**src/rtl/demux14_stream.sv**
```systemverilog
// demux14_stream: steers a tagged word stream to one of four channels.
// Each channel has a 2-entry FIFO, so a stalled consumer blocks only the
// words addressed to it. Each channel also has a wrap-around counter of
// delivered words for debug readout.
module demux14_stream #(
    parameter int W     = 2,
    parameter int CNT_W = 8
) (
    input  logic               clk,
    input  logic               rst,
    input  logic               in_valid,
    output logic               in_ready,
    input  logic [W-1:0]       in_data,
    input  logic [1:0]         in_sel,
    output logic [3:0]         out_valid,
    input  logic [3:0]         out_ready,
    output logic [4*W-1:0]     out_data,
    output logic [4*CNT_W-1:0] out_cnt
);

    // Per-channel FIFO storage, 1-bit pointers, occupancy and delivered counters
    logic [W-1:0]     mem_q  [4][2];
    logic [W-1:0]     mem_d  [4][2];
    logic [3:0]       wptr_q, wptr_d;
    logic [3:0]       rptr_q, rptr_d;
    logic [1:0]       occ_q  [4];
    logic [1:0]       occ_d  [4];
    logic [CNT_W-1:0] cnt_q  [4];
    logic [CNT_W-1:0] cnt_d  [4];

    logic [3:0] full;
    logic [3:0] push;
    logic [3:0] pop;

    // Handshake decode: in_ready looks only at registered occupancy, so a
    // full FIFO never accepts a word even if its consumer pops this cycle.
    always_comb begin
        for (int k = 0; k < 4; k++) begin
            full[k] = (occ_q[k] == 2'd2);
        end
        in_ready = ~full[in_sel];
        for (int k = 0; k < 4; k++) begin
            push[k] = in_valid && in_ready && (in_sel == 2'(k));
            pop[k]  = (occ_q[k] != 2'd0) && out_ready[k];
        end
    end

    // Next-state for every channel FIFO and its delivered-word counter
    always_comb begin
        mem_d  = mem_q;
        wptr_d = wptr_q;
        rptr_d = rptr_q;
        occ_d  = occ_q;
        cnt_d  = cnt_q;
        for (int k = 0; k < 4; k++) begin
            if (push[k]) begin
                mem_d[k][wptr_q[k]] = in_data;
                wptr_d[k]           = ~wptr_q[k];
            end
            if (pop[k]) begin
                rptr_d[k] = ~rptr_q[k];
                cnt_d[k]  = cnt_q[k] + CNT_W'(1);
            end
            case ({push[k], pop[k]})
                2'b10:   occ_d[k] = occ_q[k] + 2'd1;
                2'b01:   occ_d[k] = occ_q[k] - 2'd1;
                default: occ_d[k] = occ_q[k];
            endcase
        end
    end

    // State registers; storage is cleared too so out_data reads 0 after reset
    always_ff @(posedge clk) begin
        if (rst) begin
            wptr_q <= '0;
            rptr_q <= '0;
            for (int k = 0; k < 4; k++) begin
                mem_q[k][0] <= '0;
                mem_q[k][1] <= '0;
                occ_q[k]    <= '0;
                cnt_q[k]    <= '0;
            end
        end else begin
            mem_q  <= mem_d;
            wptr_q <= wptr_d;
            rptr_q <= rptr_d;
            occ_q  <= occ_d;
            cnt_q  <= cnt_d;
        end
    end

    // Output packing: head word, non-empty flag and counter per channel
    always_comb begin
        for (int k = 0; k < 4; k++) begin
            out_valid[k]                = (occ_q[k] != 2'd0);
            out_data[k*W +: W]          = mem_q[k][rptr_q[k]];
            out_cnt[k*CNT_W +: CNT_W]   = cnt_q[k];
        end
    end

endmodule
```
**config.mk**
```make
export PLATFORM = sky130hd
export DESIGN_NAME = demux14_stream
export DESIGN_NICKNAME = d
export VERILOG_FILES = /design/src/rtl/demux14_stream.sv
export SDC_FILE = /design/constraint.sdc
export NUM_CORES = 1
export LEC_CHECK = 0
export CORE_ASPECT_RATIO = 1.1
export CORE_UTILIZATION = 51
export CTS_BUF_LIST = sky130_fd_sc_hd__clkbuf_8
export DETAILED_ROUTE_END_ITERATION = 10
export GPL_TIMING_DRIVEN = 0
export MAX_ROUTING_LAYER = met4
export PLACE_DENSITY = 0.78
export SLEW_MARGIN = 20
export SYNTH_ARGS = -nofsm -noshare
export SYNTH_HDL_FRONTEND = slang
export SYNTH_SLANG_ARGS = --single-unit
```
**constraint.sdc**
```tcl
create_clock -name clk -period 1.77 [get_ports clk]
set_input_delay 0.2655 -clock clk [delete_from_list [all_inputs] [get_ports clk]]
set_output_delay 0.2655 -clock clk [all_outputs]
set_load 0.05 [all_outputs]
```
Yosys cells after proc, flatten, opt, wreduce, memory -nomap -nowiden:

Cells that the tools add are included.

* register bits after elaboration: 64
* bits in latches: 0
* RAM bits: 0
* ROM bits: 0
* input bits: 11
* output and inout bits: 45
* memories kept: 0

* $add $sub $neg: 12
* multiply operators: 0
* div/mod/pow operators: 0
* $lt $le $gt $ge: 13
* eq/ne operators: 15
* shifts and indexed selects: 0
* multiplexer cells: 30
* bitwise logic cells: 17
* reductions and logical operators: 22

Operators by type and width (number)
* $add A8 B1 Y8 const B: 4
* $mux W2: 16
* $eq A2 B2 Y1 const B: 10
* $bwmux W4: 4
* $ge A2 B2 Y1 const B: 8
* $not A1 Y2: 8
* $pmux W2 S2: 4
* $reduce_bool A2 Y1: 8
* $logic_and A1 B1 Y1: 13
* $eq A2 B1 Y1 const B: 5
* $not A1 Y1: 9
* $add A2 B1 Y2 const B: 4
* $demux W2 S1: 4
* $lt A2 B1 Y1 const B: 4
* $sub A2 B1 Y2 const B: 4
* $lt A2 B3 Y1 const B: 1
* $bmux W1 S2: 1
* $logic_not A2 Y1: 1
* $mux W1: 1

Depth between registers and ports, before layout:

Gate-level depths: netlist of the first run.

* depth after elaboration: 8
* depth in mapped cells: 7
* depth with buffers taken out: 6

Worst setup path after synthesis of the first run:

OpenSTA, ideal clock, no wires.

* path kind: flip-flop to flip-flop
* from: register cnt_q (netlist bit out_cnt[0])
* to: register cnt_q (netlist bit out_cnt[6])
* arrival time: 1573 ps
* required time: 1696 ps
* setup slack: 123 ps
* stages on the path, launching flop included: 5
* period minus slack after synthesis: 1647 ps
* cells stage by stage: dfxtp_1 -> ha_1 -> o211ai_1 -> or4_1 -> o21ai_0

* cells in the longest elaborated chain, start to end: 1

Ends and longest elaborated chain
* start, declared: line 28 `logic [CNT_W-1:0] cnt_q [4];`
* start signal, assigned: line 88 `cnt_q <= cnt_d;`
* $add A8 B1 Y8: line 62 `cnt_d[k] = cnt_q[k] + CNT_W'(1);`

No other way between the ends.
A chain may end at the register's enable or synchronous reset.

Final worst setup path of the first run:

* from: register occ_q[5] (netlist name)
* to: output in_ready

* cells in the longest elaborated chain, start to end: 4

Ends and longest elaborated chain
* start, declared: line 26 `logic [1:0] occ_q [4];`
* start signal, assigned by index: line 80 `occ_q[k] <= '0;`
* start signal, assigned: line 87 `occ_q <= occ_d;`
* $eq A2 B2 Y1: line 39 `full[k] = (occ_q[k] == 2'd2);`
* $bmux W1 S2: line 41 `in_ready = ~full[in_sel];`
* $mux W1 (implied by the code): line 41
* $not A1 Y1: line 41
* end, declared: line 12 `output logic in_ready,`

No other way between the ends. The select of a mux whose other input is x is not followed.

==> out/qor.log, run 1 <==
qor: outcome.outcome finished, violations left
qor: place.gp_congestion 0.7619
qor: global_routing.global_route.peak_usage_layer met2
qor: clocking.cts-root-buf sky130_fd_sc_hd__clkbuf_8
qor: critical_path.timing.critical_path.to_type primary output
qor: logic_synthesis.synth_area_per_cell 9.484 µm²
qor: clocking.tritoncts built
qor: timing.report.final.hold_viol_count 0
qor: routing.via_per_inst 5.521
qor: timing.timing.clock.skew 6.422 ps
qor: layout.total_area_of_sequential_cells 1295 µm²
qor: timing.worstMarginPinSlew 549.5 ps
qor: logic_synthesis.synth_largest_type_area_fraction 43.30%
qor: layout.layout.filler_cells 432
qor: critical_path.critPathKind reg -> out
qor: routing.route.antenna.remaining_nets 0
qor: place.io_buffer_count 55
qor: logic_synthesis.synth-warning-count 0
qor: floorplan.die_area 6111 µm²
qor: logic_synthesis.postSynthCellCount 312
qor: layout.finish.net_count 402
qor: timing.max_clock_freq 536.3 MHz
qor: routing.vias 2556
qor: timing.timing.final.max_slew_violations 0
qor: logic_synthesis.ys_seq_elements 64
qor: clocking.clock_insertion_delay_worst_skew 340 ps
qor: logic_synthesis.ffs_w_async_s_r_synth 0%
qor: run.max_cap_viol_count 0
qor: place.dpl.cell_count 442
qor: power.power_density 1006 nW/µm²
qor: floorplan.coreArea 5500 µm²
qor: clocking.cts_inserted_buffers 9
qor: timing.unrepaired_setup_endpoints_after_global_routing true
qor: logic_synthesis.number_of_synthesized_flops_with_an_enable_pin 0
qor: logic_synthesis.synth_area 2959 µm²
qor: critical_path.worstSetupStartpointType flop
qor: layout.multi_input_combinational_cell_area 1667 µm²
qor: global_routing.grt_first_pass_wirelength 10700 µm
qor: critical_path.critPathMaxFanout 4
qor: floorplan.initial_core_util 53.80%
qor: layout.drive_gt1_share 19.85%
qor: floorplan.die_h 81.89 µm
qor: outcome.failing_checks setup timing
qor: routing.drt_pass1_iterations 4
qor: floorplan.std_cell_rows 28
qor: clocking.cts_hold_buf 0
qor: timing.setup_tns -94.76 ps
qor: place.hpwlAfterDp 4655 µm
qor: timing.max-slew-margin-rel 63.25%
qor: clocking.cts_num_sinks 64
qor: power.ir_worst_vdd 0.0005114 V
qor: routing.routed_wire_length_per_instance 15.18 µm
qor: routing.drt_drc_violations_left 0
qor: global_routing.met1_usage 28.35%
qor: layout.syn2layout_area_growth 33.23%
qor: logic_synthesis.synth_top_cells_by_area sky130_fd_sc_hd__dfxtp_1, sky130_fd_sc_hd__mux2i_1, sky130_fd_sc_hd__nand2b_1, sky130_fd_sc_hd__xor2_1, sky130_fd_sc_hd__a21oi_1
qor: timing.post-route-period-util 105.4%
qor: timing.final_critical_path_setup_slack -94.76 ps
qor: logic_synthesis.synth-main-ff-cell sky130_fd_sc_hd__dfxtp_1
qor: hold_path.min_path_type reg -> reg
qor: layout.post_layout_nonfiller_instances 463
qor: power.leakagePower 1.782 nW
qor: global_routing.first_global_vias 2330
qor: clocking.path_clk_slew 70 ps
qor: floorplan.die-width 74.63 µm
qor: clocking.ctsHtreeMaxLevel 3
qor: critical_path.crit_arrival 1600 ps
qor: global_routing.grt_overflow 0
qor: logic_synthesis.synth_net_count 331
qor: global_routing.grt_util_all_layers 24.08%
qor: routing.routed_wirelength 7028 µm
qor: timing.setup-violations-final 1
qor: critical_path.data_required_critical_path 1500 ps
qor: timing.finalCriticalPeriod 1865 ps
qor: logic_synthesis.yosysSeqAreaShare 43.30%
qor: global_routing.grt_start_max_net_pins 16
qor: global_routing.antenna_violations_before_repair 0
qor: global_routing.gr-usage-met3 3.313%
qor: logic_synthesis.synthDominantAreaCellType sky130_fd_sc_hd__dfxtp_1
qor: routing.detailedRoute.firstIterationViolations 124
qor: layout.num_antenna_cells 0
qor: floorplan.pin_count 56
qor: logic_synthesis.synth_cell_types 35
qor: global_routing.routing_usage_on_met2 40.36%
qor: clocking.cts_buffer_depth 2
## sequential cells by signal, summed over array words and instances (netlist names)
register and cells:
wptr_q 4, out_cnt 32, mem_q 16, rptr_q 4, occ_q 8
## area by class of cell
cell class / instances / area share, %
multi-input combinational: 229 / 42.27
sequential: 64 / 32.85
timing repair buffer: 65 / 15.11
clock buffer: 12 / 4.189
tap: 75 / 2.380
clock inverter: 4 / 1.714
buffer: 8 / 0.9203
inverter: 6 / 0.5712
## layout by cell type, fill, tap and decap left out, types with 2 or more instances in the layout
cell                               n
sky130_fd_sc_hd__nand2b_1         21
sky130_fd_sc_hd__o21ai_0          17
sky130_fd_sc_hd__or3_1            14
sky130_fd_sc_hd__clkdlybuf4s15_2   6
sky130_fd_sc_hd__buf_4            10
sky130_fd_sc_hd__nand4_1           7
sky130_fd_sc_hd__inv_1             8
sky130_fd_sc_hd__a21oi_1          23
sky130_fd_sc_hd__buf_2             4
sky130_fd_sc_hd__nor2_1           23
sky130_fd_sc_hd__clkbuf_2          5
sky130_fd_sc_hd__nand3b_1          3
sky130_fd_sc_hd__nand3_1           8
sky130_fd_sc_hd__o211ai_1          4
sky130_fd_sc_hd__nand2_1          11
sky130_fd_sc_hd__a21bo_2           3
sky130_fd_sc_hd__dlymetal6s2s_1    6
sky130_fd_sc_hd__clkbuf_8         12
sky130_fd_sc_hd__bufinv_16         2
sky130_fd_sc_hd__dlygate4sd2_1    30
sky130_fd_sc_hd__buf_1             2
sky130_fd_sc_hd__o31ai_1           7
sky130_fd_sc_hd__ha_1              8
sky130_fd_sc_hd__clkdlybuf4s50_1   8
sky130_fd_sc_hd__and3b_2           2
sky130_fd_sc_hd__dfxtp_4           2
sky130_fd_sc_hd__mux2_2            8
sky130_fd_sc_hd__dfxtp_2           5
sky130_fd_sc_hd__or4_1            10
sky130_fd_sc_hd__mux2i_1          20
sky130_fd_sc_hd__xnor2_1           5
sky130_fd_sc_hd__dfxtp_1          57
sky130_fd_sc_hd__or2_2             4
sky130_fd_sc_hd__nand2b_4          3
sky130_fd_sc_hd__xor2_1           15
sky130_fd_sc_hd__o21ai_4           4
## layer usage
metal	up-vias	wire [µm]
li1	1249	-
met1	1237	3191
met2	59	3511
met3	11	216
met4	0	108
met5	-	0
## cell usage after synthesis, types with 4 or more instances
| cell type | count |
|---|---|
| sky130_fd_sc_hd__a21oi_1 | 24 |
| sky130_fd_sc_hd__inv_1 | 6 |
| sky130_fd_sc_hd__or3_1 | 14 |
| sky130_fd_sc_hd__xor2_1 | 15 |
| sky130_fd_sc_hd__xnor2_1 | 5 |
| sky130_fd_sc_hd__mux2i_1 | 20 |
| sky130_fd_sc_hd__nor2_1 | 23 |
| sky130_fd_sc_hd__nand4_1 | 7 |
| sky130_fd_sc_hd__buf_2 | 5 |
| sky130_fd_sc_hd__o21ai_0 | 17 |
| sky130_fd_sc_hd__nand2b_1 | 24 |
| sky130_fd_sc_hd__or4_1 | 10 |
| sky130_fd_sc_hd__o31ai_1 | 7 |
| sky130_fd_sc_hd__dfxtp_1 | 64 |
| sky130_fd_sc_hd__nand2_1 | 11 |
| sky130_fd_sc_hd__mux2_2 | 8 |
| sky130_fd_sc_hd__nand3_1 | 8 |
| sky130_fd_sc_hd__or2_2 | 4 |
| sky130_fd_sc_hd__ha_1 | 8 |
| sky130_fd_sc_hd__o211ai_1 | 4 |
## path summary, 6_finish.rpt
| path | start | to | slack (ps) | cells past startpoint |
|---|---|---|---|---|
| worst max register to register | occ_q[6] | occ_q[7] | 50 | 5 |
| worst min register to register | out_cnt[7] | out_cnt[7] | 470 | 2 |
| worst min-delay path | out_cnt[7] | out_cnt[7] | 470 | 2 |
| worst max-delay path | occ_q[5] | in_ready | -90 | 3 |
## worst max-delay path, stage by stage, from the launching register on
cell and delay [ps]:
sky130_fd_sc_hd__dfxtp_4 360, sky130_fd_sc_hd__or2b_4 270, sky130_fd_sc_hd__mux4_2 470, sky130_fd_sc_hd__buf_8 170
## through the flow
stage | total power, mW | utilization [%] | setup slack [ps] | hold slack, ps | cell area, µm²
2_1_floorplan | 2.261 | - | 122.7 | 446.2 | 2959
3_3_place_gp | 2.477 | 65.51 | -570.9 | 456.9 | 3603
3_5_place_dp | 2.504 | 65.51 | -578.0 | 470.6 | 3603
4_1_cts | 3.917 | 69.61 | -230.1 | 480.1 | 3829
5_1_grt | 4.113 | 71.68 | -130.3 | 492.6 | 3943
6_report | 3.968 | 71.68 | -94.76 | 473.5 | 3943
## cell families after synthesis
group           synth area share (%)
buf+inv                        3.002
mux                            10.57
compound gates                 12.90
fa+ha+maj                      3.383
simple gates                   20.93
xor+xnor                       5.920
flops                          43.30
## power by group
part           internal, mW  switching, mW
sequential             1.54          0.130
combinational         0.348          0.512
clock                 0.899          0.542
total                  2.78           1.18
## timing repair
action                     CTS  global route
pin swaps                    0             1
setup endpoints to repair   82            15
buffers inserted             0            10
gates resized for setup     65            35
Note: power is estimated with default switching activity, not from simulation.
==> inputs of run 2 (changes only) <==
REMOVE_ABC_BUFFERS = 1   (was not set)
==> run 2 against run 1 <==
  * The run still ends with setup timing left
  * Combinational power decreased by 7.8%
  * Final cell count decreased by 3.0%
  * Routed wire length decreased by 18%
  * Critical path type unchanged
  * Largest cell class unchanged
  * Largest power group unchanged
==> out/qor.log, run 2 (same netlist as run 1, synthesis figures left out) <==
qor: clocking.path_clk_slew 70 ps
qor: routing.routed_wire_length_per_instance 12.82 µm
qor: power.ir_worst_vdd 0.0006823 V
qor: critical_path.critPathMaxFanout 4
qor: clocking.cts_num_sinks 64
qor: floorplan.coreArea 5500 µm²
qor: timing.unrepaired_setup_endpoints_after_global_routing true
qor: layout.finish.net_count 389
qor: outcome.failing_checks setup timing
qor: routing.routed_wirelength 5756 µm
qor: routing.drt_drc_violations_left 0
qor: global_routing.grt_start_max_net_pins 48
qor: timing.setup-violations-final 3
qor: timing.timing.clock.skew 9.392 ps
qor: floorplan.std_cell_rows 28
qor: place.io_buffer_count 55
qor: power.power.sequential.fraction 44.2%
qor: floorplan.die-width 74.63 µm
qor: global_routing.grt_util_all_layers 21.37%
qor: global_routing.first_global_vias 2183
qor: critical_path.timing.critical_path.to_type primary output
qor: timing.final_critical_path_setup_slack -119.7 ps
qor: floorplan.die_h 81.89 µm
qor: layout.syn2layout_area_growth 27.65%
qor: timing.hold-worst-slack 309.1 ps
qor: power.power.share.clock 34.6%
qor: floorplan.initial_core_util 53.80%
qor: layout.num_antenna_cells 0
qor: clocking.tritoncts built
qor: critical_path.data_required_critical_path 1500 ps
qor: timing.max_clock_freq 529.2 MHz
qor: power.fin_total_pwr 3.738 mW
qor: timing.finalCriticalPeriod 1890 ps
qor: critical_path.critical-path-max-stage-delay 480 ps
qor: timing.timing.final.max_slew_violations 0
qor: global_routing.antenna_violations_before_repair 0
qor: routing.via_per_inst 5.419
qor: clocking.cts_inserted_buffers 9
qor: timing.worstMarginPinSlew 507.6 ps
qor: routing.detailedRoute.firstIterationViolations 126
qor: place.hpwlAfterDp 3930 µm
qor: layout.drive_gt1_share 16.84%
qor: place.gp_congestion 0.7267
qor: routing.vias 2433
qor: clocking.cts_buffer_depth 2
qor: floorplan.die_area 6111 µm²
qor: hold_path.min_path_type in -> reg
qor: clocking.ctsHtreeMaxLevel 3
qor: critical_path.crit_chain or2b_4 -> mux4_2 -> buf_8
qor: power.internal_power 2.605 mW
qor: layout.layout.filler_cells 471
qor: routing.route.antenna.remaining_nets 0
qor: timing.report.final.hold_viol_count 0
qor: layout.mostFrequentLayoutCell sky130_fd_sc_hd__dfxtp_1
qor: power.power.share.switching 30.29%
qor: timing.post-route-period-util 106.8%
qor: layout.final_cell_mix sky130_fd_sc_hd__dfxtp_1, sky130_fd_sc_hd__dlygate4sd2_1, sky130_fd_sc_hd__a21oi_1
qor: run.max_cap_viol_count 0
qor: floorplan.pin_count 56
qor: critical_path.worstSetupStartpointType flop
qor: clocking.clock_insertion_delay_worst_skew 350 ps
qor: power.combinationalPowerShare 21.2%
qor: outcome.outcome finished, violations left
qor: clocking.cts-root-buf sky130_fd_sc_hd__clkbuf_8
qor: routing.drt_pass1_iterations 4
qor: layout.total_area_of_sequential_cells 1294 µm²
qor: timing.max-slew-margin-rel 66.10%
qor: power.leakagePower 1.678 nW
qor: critical_path.crit_arrival 1620 ps
qor: power.power_switching 1.132 mW
qor: global_routing.grt_first_pass_wirelength 9473 µm
qor: layout.largest_register_ffs 32
qor: critical_path.critical_path.slowest_cell sky130_fd_sc_hd__mux4_2
qor: layout.multi_input_combinational_cell_area 1633 µm²
qor: critical_path.critPathKind reg -> out
qor: global_routing.grt_overflow 0
qor: power.power_density 989.5 nW/µm²
==> run 2: cell type report <==
cell class	count	area share (%)
Tap cell	75	2.484
Clock buffer	12	4.372
Inverter	6	0.5962
Timing Repair Buffer	60	13.98
Multi-Input combinational cell	229	43.23
Sequential cell	64	34.25
Clock inverter	3	1.093
==> run 2: final timing paths <==
| kind | from | end | slack [ps] | cells after the start |
|---|---|---|---|---|
| max | occ_q[5] | in_ready | -120 | 3 |
| min | rst | out_cnt[16] | 310 | 2 |
| max reg2reg | occ_q[5] | occ_q[5] | -30 | 6 |
| min reg2reg | mem_q[0] | mem_q[0] | 470 | 2 |
==> run 2: critical path: cells and delay by family, from the launching register on <==
kind | cells | cell delay, ps
buf+inv | 1 | 170
simple gates | 1 | 270
flops | 1 | 360
mux | 1 | 480
==> run 2: power by group through the flow <==
stage | logic (mW) | clock network, mW | registers (mW)
2_1_floorplan | 0.491 | 0 | 1.72
3_3_place_gp | 0.763 | 0 | 1.67
3_5_place_dp | 0.784 | 0 | 1.67
4_1_cts | 0.753 | 1.32 | 1.65
5_1_grt | 0.865 | 1.38 | 1.67
6_report | 0.793 | 1.29 | 1.65
==> run 2: repair_timing <==
item                       in CTS  in global routing
setup endpoints to repair      46                 16
cloned                          0                  0
gates resized for setup        58                 33
hold buffers                    0                  0
setup buffers                   0                  4
pin swaps                       0                  1
==> run 2: stage by stage <==
step | std cells | TNS (ps) | setup slack [ps] | utilization [%] | cell area, µm²
finish | 449 | -182.0 | -119.7 | 68.68 | 3777
global route | 449 | -528.8 | -167.7 | 68.68 | 3777
CTS | 445 | -174.2 | -174.2 | 67.77 | 3727
detailed placement | 430 | -2285 | -582.2 | 64.58 | 3552
global placement | 429 | -57840 | -1221 | 64.31 | 3537
floorplan | 299 | 0 | 122.7 | - | 2893
==> run 2: routing by layer <==
| metal | track usage [%] | vias to the layer above | part of all wire [%] |
|---|---|---|---|
| li1 | - | 1229 | - |
| met1 | 24.77 | 1146 | 46 |
| met2 | 34.05 | 50 | 49 |
| met3 | 5.521 | 8 | 3.8 |
| met4 | 10.75 | 0 | 1.3 |
| met5 | - | - | 0 |
==> inputs of run 3 (changes only) <==
CORE_MARGIN = 2   (was not set)
MAX_ROUTING_LAYER = not set   (was met4)
==> run 3 against run 2 <==
  * The flow still finishes with violations (setup timing)
  * Clock skew is 4.3 ps lower
  * Critical endpoint unchanged
  * Clock-buffer cell count stayed put
  * Largest cell class unchanged
  * Fmax fell by 1.2%
  * Sequential share of layout area down 0.064 points
  * Critical path type unchanged
==> out/qor.log, run 3 (same netlist as run 1, synthesis figures left out) <==
qor: timing.worstMarginPinSlew 500.4 ps
qor: outcome.outcome finished, violations left
qor: layout.mostFrequentLayoutCell sky130_fd_sc_hd__dfxtp_1
qor: clocking.tritoncts built
qor: critical_path.critical-path-max-stage-delay 480 ps
qor: timing.finalCriticalPeriod 1913 ps
qor: power.power_switching 1.116 mW
qor: clocking.path_clk_slew 60 ps
qor: timing.final_critical_path_setup_slack -143.3 ps
qor: layout.final_cell_mix sky130_fd_sc_hd__dfxtp_1, sky130_fd_sc_hd__dlygate4sd2_1, sky130_fd_sc_hd__a21oi_1
qor: global_routing.grt_overflow 0
qor: layout.layout.filler_cells 487
qor: layout.num_antenna_cells 0
qor: global_routing.grt_first_pass_wirelength 9584 µm
qor: hold_path.min_path_type in -> reg
qor: power.ir_worst_vdd 0.0006943 V
qor: routing.vias 2452
qor: timing.setup_tns -143.3 ps
qor: timing.max-slew-margin-rel 66.59%
qor: floorplan.coreArea 5697 µm²
qor: clocking.ctsHtreeMaxLevel 3
qor: place.gp_congestion 0.7440
qor: outcome.failing_checks setup timing
qor: floorplan.initial_core_util 51.94%
qor: power.power_density 943.8 nW/µm²
qor: critical_path.path_delay_family multiplexers
qor: timing.hold-worst-slack 343.1 ps
qor: timing.post-route-period-util 108.1%
qor: global_routing.antenna_violations_before_repair 0
qor: clocking.cts_inserted_buffers 9
qor: clocking.cts_buffer_depth 2
qor: routing.detailedRoute.firstIterationViolations 74
qor: place.io_buffer_count 55
qor: floorplan.std_cell_rows 29
qor: critical_path.data_required_critical_path 1500 ps
qor: power.power.sequential.fraction 46.7%
qor: power.internal_power 2.438 mW
qor: global_routing.grt_start_max_net_pins 47
qor: critical_path.critical_path_buf_inv_count 1
qor: timing.setup-violations-final 1
qor: routing.drt_pass1_iterations 4
qor: critical_path.crit_chain or2b_4 -> mux4_2 -> buf_6
qor: routing.via_per_inst 5.461
qor: layout.post_layout_nonfiller_instances 449
qor: critical_path.critical_path.slowest_cell sky130_fd_sc_hd__mux4_2
qor: layout.syn2layout_area_growth 27.27%
qor: timing.max_clock_freq 522.7 MHz
qor: layout.largest_register_ffs 32
qor: layout.finish.net_count 388
qor: timing.report.final.hold_viol_count 0
qor: layout.drive_gt1_share 15.05%
qor: critical_path.critPathMaxFanout 7
qor: critical_path.timing.critical_path.to_type primary output
qor: power.fin_total_pwr 3.554 mW
qor: power.combinationalPowerShare 22.0%
qor: clocking.clock_insertion_delay_worst_skew 340 ps
qor: routing.routed_wire_length_per_instance 13.24 µm
qor: routing.route.antenna.remaining_nets 0
qor: timing.timing.clock.skew 5.123 ps
qor: routing.drt_drc_violations_left 0
qor: place.dpl.cell_count 432
qor: global_routing.grt_util_all_layers 18.40%
qor: critical_path.worstSetupStartpointType flop
qor: floorplan.die-width 76.63 µm
qor: floorplan.die_h 83.89 µm
qor: floorplan.pin_count 56
qor: floorplan.die_area 6428 µm²
qor: routing.routed_wirelength 5943 µm
qor: clocking.cts-root-buf sky130_fd_sc_hd__clkbuf_8
qor: layout.final_core_util 66.11%
qor: place.hpwlAfterDp 4020 µm
qor: run.max_cap_viol_count 0
qor: global_routing.first_global_vias 2256
qor: place.placement_stage_worst_setup_slack -579.0 ps
qor: timing.timing.final.max_slew_violations 0
qor: critical_path.crit_arrival 1650 ps
qor: critical_path.critPathKind reg -> out
qor: power.power.share.clock 31.3%
qor: place.dpl-instance-area 3555 µm²
qor: power.leakagePower 1.673 nW
qor: layout.final_design_area_no_fill 3766 µm²
qor: timing.unrepaired_setup_endpoints_after_global_routing true
qor: clocking.cts_num_sinks 64
qor: power.power.share.switching 31.40%
-- run 3: cell types whose count changed in the layout (fill, tap and decap cells not counted), moves of 2 or more --
cell                              delta
sky130_fd_sc_hd__dfxtp_1             +3
sky130_fd_sc_hd__clkbuf_2            -4
sky130_fd_sc_hd__clkdlybuf4s15_2     +4
sky130_fd_sc_hd__dfxtp_2             -2
-- run 3: power by group through the flow --
| stage | logic, mW | clock network [mW] | registers, mW |
|---|---|---|---|
| 2_1_floorplan | 0.491 | 0 | 1.72 |
| 3_3_place_gp | 0.763 | 0 | 1.67 |
| 3_5_place_dp | 0.783 | 0 | 1.67 |
| 4_1_cts | 0.759 | 1.14 | 1.65 |
| 5_1_grt | 0.838 | 1.19 | 1.67 |
| 6_report | 0.780 | 1.11 | 1.66 |
-- run 3: area by class of cell --
type / count / area, µm² / area share [%]
Clock buffer: 12 / 165.2 / 4.385
Clock inverter: 2 / 7.507 / 0.1993
Inverter: 6 / 22.52 / 0.5980
Multi-Input combinational cell: 229 / 1644 / 43.65
Sequential cell: 64 / 1287 / 34.19
Tap cell: 77 / 96.34 / 2.558
Timing Repair Buffer: 59 / 543.0 / 14.42
-- run 3: repair_timing --
item,4_1_cts,5_1_grt
pin swaps,0,2
hold buffers,0,0
buffers inserted,0,3
endpoints found under the setup margin,46,10
gates resized for setup,66,20
-- run 3: path summary, 6_finish.rpt --
path / startpoint / endpoint / slack (ps) / depth (start not counted)
worst max-delay path: occ_q[5] / in_ready / -140 / 3
worst min-delay path: rst / out_cnt[16] / 340 / 2
worst max register to register: occ_q[4] / occ_q[5] / 60 / 5
worst min register to register: mem_q[12] / mem_q[12] / 470 / 2
-- run 3: layer usage --
layer	vias to the layer above	GRT usage (%)	part of all wire, %
li1	1229	-	-
met4	0	9.917	2.0
met2	37	31.62	50
met5	-	0	0
met3	12	3.571	2.6
met1	1174	21.55	46
==> edit 1 (flow settings as in run 2) <==
`W`: 2 -> 4.
--- a/src/rtl/demux14_stream.sv
+++ b/src/rtl/demux14_stream.sv
@@ -5,3 +5,3 @@
 module demux14_stream #(
-    parameter int W     = 2,
+    parameter int W     = 4,
     parameter int CNT_W = 8
Ports: changed (resized in_data and out_data); port bits go from 56 to 66. No check against the original RTL was run, so the function may have changed too.
==> edit 1 against run 2 <==
- the flow still finishes with violations (negative setup slack)
- sequential cell count increased by 16
- final area up 23%
- total power grew 17%
- area after synthesis increased by 26%
- setup slack better by 0.025 ns
- clock power up 11%
- non-clock buffer count grew 7
- wire length is 29% higher
- critical path type unchanged
- largest cell class unchanged
- largest power group unchanged
==> edit 1: results (changes against run 2) <==
* Post-detail-place hpwl at 4966 µm (+26%)
* Status: finished with violations
* Crit-path max cell delay at 0.49 ns
* Largest net degree at the start of global routing at 88 (+83%)
* Critical-path maximum fanout at 5 (+1)
* Max H-tree Level at 3 (unchanged)
* Finish-stage setup viols at 3 (unchanged)
* Detailed Route Iter0 Violations at 148 (+17%)
* GPL Wtd Cong at 0.7392 (+1.7%)
* CP arrival at 1.60 ns (-0.02 ns)
* Initial antenna violation count at 0 (unchanged)
* Worst Hold End: out_cnt[24]
* Internal power at 3.073 mW (+18%)
* Via density at 5.450 (+0.57%)
* R2R Setup Slk at -0.01 ns (+0.02 ns)
* Num CTS Buffers at 9 (unchanged)
* Skew final at 0.008637 ns (-0.0007547 ns)
* Vias in the first global route at 2709 (+24%)
* Fill cell count at 584 (+24%)
* Clk slew on worst S/H paths at 0.08 ns
* R2r startpoint: occ_q[5]
* Commonest cells post-synth: dfxtp_1 (80), nand2b_1 (42), mux2i_1 (36)
* Hold Path Origin: rst
* Drt first pass iters at 4 (unchanged)
* Pleak at 2.006 nW (+20%)
* Hold path cells at 2 (unchanged)
* Top post-synthesis cells by area: dfxtp_1 (43%), mux2i_1 (9.6%), nand2b_1 (7.0%)
* IO buf count at 65 (+18%)
* Clk_lat worst skew at 0.33 ns (-0.02 ns)
* Clock Tree Buf Depth at 2 (unchanged)
* Reg-to-reg endpoint: occ_q[5]
* Final setup margin at -0.09488 ns (+0.02485 ns)
* Critical-path top delay cell: mux4_2
* Worst Reg2Reg Path Length in Cells at 5 (-1)
* Layout Nets at 460 (+18%)
* Worst hold path type: input port to register
* Relative slew slack at 0.5031 (-0.1579)
* Hold WS at 0.4649 ns (+0.1557 ns)
* Failing checks: negative setup slack
* Final WL at 7453 µm (+29%)
* Cell variety after synth at 39 (+11%)
* Worst vdd ir at 561.3 µV (-18%)
* Layout cells sized above 1 at 0.1900 (+0.02160)
* Register area share after synthesis at 0.4285 (-0.004457)
* Largest delay share family, worst path: multiplexers
* Ys Warns at 0 (unchanged)
* First-pass GRT wire length at 12460 µm (+32%)
* GRT Total Usage at 0.2034 (-0.01030)
-- edit 1: cell types whose count changed in the layout (fill, tap and decap cells not counted), moves of 4 or more --
cell             change
dfxtp_1             +12
mux2i_1             +16
clkbuf_2             -6
mux2_2               +8
nand2_1              -4
dfxtp_2              +4
dlygate4sd2_1        +4
nand2b_1            +19
clkdlybuf4s15_2     +14
-- edit 1: layout make-up --
| type | instances | share of cell area |
|---|---|---|
| clock inverters | 4 | 0.01537 |
| flip-flops and latches | 80 | 0.3489 |
| inverters | 8 | 0.006471 |
| repair buffers | 67 | 0.1356 |
| clock buffers | 10 | 0.02966 |
| well taps | 85 | 0.02292 |
| multi-input cells | 273 | 0.4411 |
-- edit 1: repair_timing --
item	in CTS	in global routing
endpoints found under the setup margin	58	13
resized for setup	104	14
setup buffers	1	1
hold endpoints to repair	0	0
-- edit 1: how the worst max path moves through the flow --
stage	start	endpoint	cells past startpoint	slack [ns]
floorplan	occ_q[2]	occ_q[3]	5	-0.0002
global placement	rst	mem_q[27]	3	-1.61
detailed placement	in_sel[0]	in_ready	3	-0.75
CTS	occ_q[4]	in_ready	3	-0.17
global route	occ_q[7]	in_ready	4	-0.16
finish	occ_q[7]	in_ready	4	-0.09
-- edit 1: kinds of logic (layout without fill, tap and decap cells) --
logic type               count (synthesis)  in the layout  share of synthesized area
AO/OA/AOI/OAI                           62             62                    0.09943
multiplexers                            53             53                     0.1517
XOR/XNOR                                20             20                    0.04687
AND/OR/NAND/NOR                        130            130                     0.2102
adder cells (fa/ha/maj)                  8              8                    0.02678
flip-flops                              80             80                     0.4285
buffers and inverters                   30             89                    0.03649
-- edit 1: power by group through the flow --
stage / Clock, mW / Sequential (mW) / Combinational, mW
after floorplan: 0 / 2.11 / 0.576
after global placement: 0 / 2.06 / 0.887
after detailed placement: 0 / 2.07 / 0.901
after CTS: 1.46 / 2.04 / 0.883
after global routing: 1.54 / 2.07 / 0.960
final: 1.43 / 2.05 / 0.889
-- edit 1: per-stage QoR --
step	TNS [ns]	setup WS, ns	total power [mW]	std cells	instance area (µm²)
2_1_floorplan	-0.0001954	-0.0001954	2.688	361	3631
3_3_place_gp	-106.82	-1.609	2.951	511	4388
3_5_place_dp	-8.806	-0.7499	2.970	511	4385
4_1_cts	-0.1739	-0.1739	4.384	526	4607
5_1_grt	-0.4541	-0.1574	4.573	527	4641
6_report	-0.1197	-0.09488	4.373	527	4641
-- edit 1: routing by layer --
layer / track usage / routed length [µm] / vias to the layer above
met5: - / 0 / -
met4: 0.06497 / 72 / 0
met3: 0.03060 / 204 / 8
met2: 0.3218 / 3556 / 42
met1: 0.2687 / 3619 / 1355
li1: - / - / 1467
==> edit 2 (settings of run 2) <==
Without the edit above. Register the output `out_cnt`, with the module's reset; this adds one clock of latency there. The other outputs are not delayed to match.
--- a/src/rtl/demux14_stream.sv
+++ b/src/rtl/demux14_stream.sv
@@ -19,2 +19,4 @@
 );
+
+    logic [4*CNT_W-1:0] out_cnt_d;
 
@@ -96,3 +98,11 @@
             out_data[k*W +: W]          = mem_q[k][rptr_q[k]];
-            out_cnt[k*CNT_W +: CNT_W]   = cnt_q[k];
+            out_cnt_d[k*CNT_W +: CNT_W]   = cnt_q[k];
+        end
+    end
+
+    always_ff @(posedge clk) begin
+        if (rst) begin
+            out_cnt <= '0;
+        end else begin
+            out_cnt <= out_cnt_d;
         end
Check against the original RTL: not equivalent (Yosys sat finds a counterexample within 4 cycles, from zero or initial values and one cycle with rst high).
==> edit 2 against run 2 <==
- the flow still finishes with violations (negative setup slack)
- setup slack better by 0.079 ns
- register-to-register slack better by 0.12 ns
- total power is 27% higher
- wire length is 13% higher
- sequential cell count is 32 higher
- clock power is 16% higher
- final area is 28% higher
- area after synthesis is 31% higher
- critical endpoint unchanged
- largest cell class is now flip-flops and latches
- largest power group unchanged
==> edit 2: results (changes against run 2) <==
* Status: finished with violations
* Failing checks: negative setup slack
* Placed Area at 0.004458 mm² (+26%)
* CP arrival at 1.55 ns (-0.07 ns)
* Critical-path maximum fanout at 5 (+1)
* Register area share after synthesis at 0.4956 (+0.06266)
* Cell variety after synth at 33 (-5.7%)
* Detailed Route Iter0 Violations at 91 (-28%)
* Largest net degree at the start of global routing at 64 (+33%)
* Clk slew on worst S/H paths at 0.09 ns (+0.02 ns)
* Final WL at 6528 µm (+13%)
* Layout Nets at 455 (+17%)
* Vias in the first global route at 2556 (+17%)
* Worst hold path type: input port to register
* Crit-path max cell delay at 0.50 ns (+0.02 ns)
* Num CTS Buffers at 9 (unchanged)
* Finish-stage setup viols at 1 (-2)
* Commonest cells post-synth: dfxtp_1 (96), nor2_1 (44), nor2b_1 (32)
* Final setup margin at -0.04090 ns (+0.07883 ns)
* Worst-margin pin slew at 0.5115 ns (+0.003880 ns)
* GRT Total Usage at 0.1857 (-0.02799)
* GPL Wtd Cong at 0.7508 (+3.3%)
* Vias at 2715 (+12%)
* Skew final at 0.01022 ns (+0.0008321 ns)
* Post-detail-place hpwl at 4423 µm (+13%)
* Layout cells sized above 1 at 0.1859 (+0.01749)
* Top post-synthesis cells by area: dfxtp_1 (50%), mux2i_1 (5.2%), nor2b_1 (5.2%)
[edit 2: cell types whose count changed after synthesis, sizes merged, moves of 2 or more]
cell    before  now
a21oi       24   11
buf         10   14
dfxtp       64   96
inv          6    4
mux2         8   24
nand2b      24   22
nor2        23   44
nor2b        0   32
nor3         0    8
o21ai       21   12
o31ai        7    0
or3         14    8
or4         10    0
[edit 2: metal layers]
metal	wire, µm	GRT usage	vias to the layer above	share of wire
met5	0	-	-	0
met4	161	0.1088	0	0.025
met3	200	0.03530	10	0.031
met2	3166	0.3004	43	0.48
met1	3000	0.2160	1278	0.46
li1	-	-	1384	-
[edit 2: kinds of logic (layout without fill, tap and decap cells)]
kind of cell	Yosys count	after routing	synth area share
compound gates	32	32	0.06647
xor+xnor	20	20	0.04517
fa+ha+maj	8	8	0.02582
buf+inv	21	86	0.02807
flops	96	96	0.4956
mux	45	45	0.1271
simple gates	154	154	0.2117
[edit 2: through the flow]
| stage | setup TNS [ns] | std cells | worst slack [ns] | hold WS (ns) |
|---|---|---|---|---|
| finish | -0.04090 | 526 | -0.04090 | 0.2929 |
| global route | -0.1061 | 526 | -0.08785 | 0.3037 |
| CTS | -0.06763 | 520 | -0.06763 | 0.2841 |
| detailed placement | -1.966 | 500 | -0.5722 | 0.4663 |
| global placement | -151.08 | 499 | -1.860 | 0.4589 |
| floorplan | 0 | 359 | 0.2136 | 0.3346 |
[edit 2: area by class of cell]
type	instances	area (µm²)
Multi-Input combinational cell	259	1884
Clock inverter	5	63.81
Sequential cell	96	1952
Timing Repair Buffer	66	680.7
Clock buffer	11	151.4
Inverter	4	15.01
Fill cell	569	2313
Tap cell	85	106.4
[edit 2: timing repair]
item                                   4_1_cts  5_1_grt
endpoints found under the hold margin        0        0
gates resized for setup                     56       39
buffers inserted                             4        6
setup endpoints to repair                   16       32
pin swaps                                    0        3
[edit 2: critical path: cells and delay by family, from the launching register on]
family / cells / cell delay [ns]
muxes: 1 / 0.50
DFF: 1 / 0.36
buffers and inverters: 1 / 0.17
and+or+nand+nor: 1 / 0.16
[edit 2: worst paths after layout]
kind,start,end,slack (ns),cells after the start
setup / recovery,occ_q[0],in_ready,-0.04,3
hold / removal,rst,occ_q[2],0.29,2
setup reg to reg,occ_q[5],occ_q[5],0.09,5
hold reg to reg,mem_q[15],mem_q[15],0.48,2
[edit 2: report_power, final]
group,switching (mW),leakage (nW),internal (mW)
Combinational,0.476,1.52,0.375
Sequential,0.115,0.782,2.27
Clock,0.752,0.106,0.740
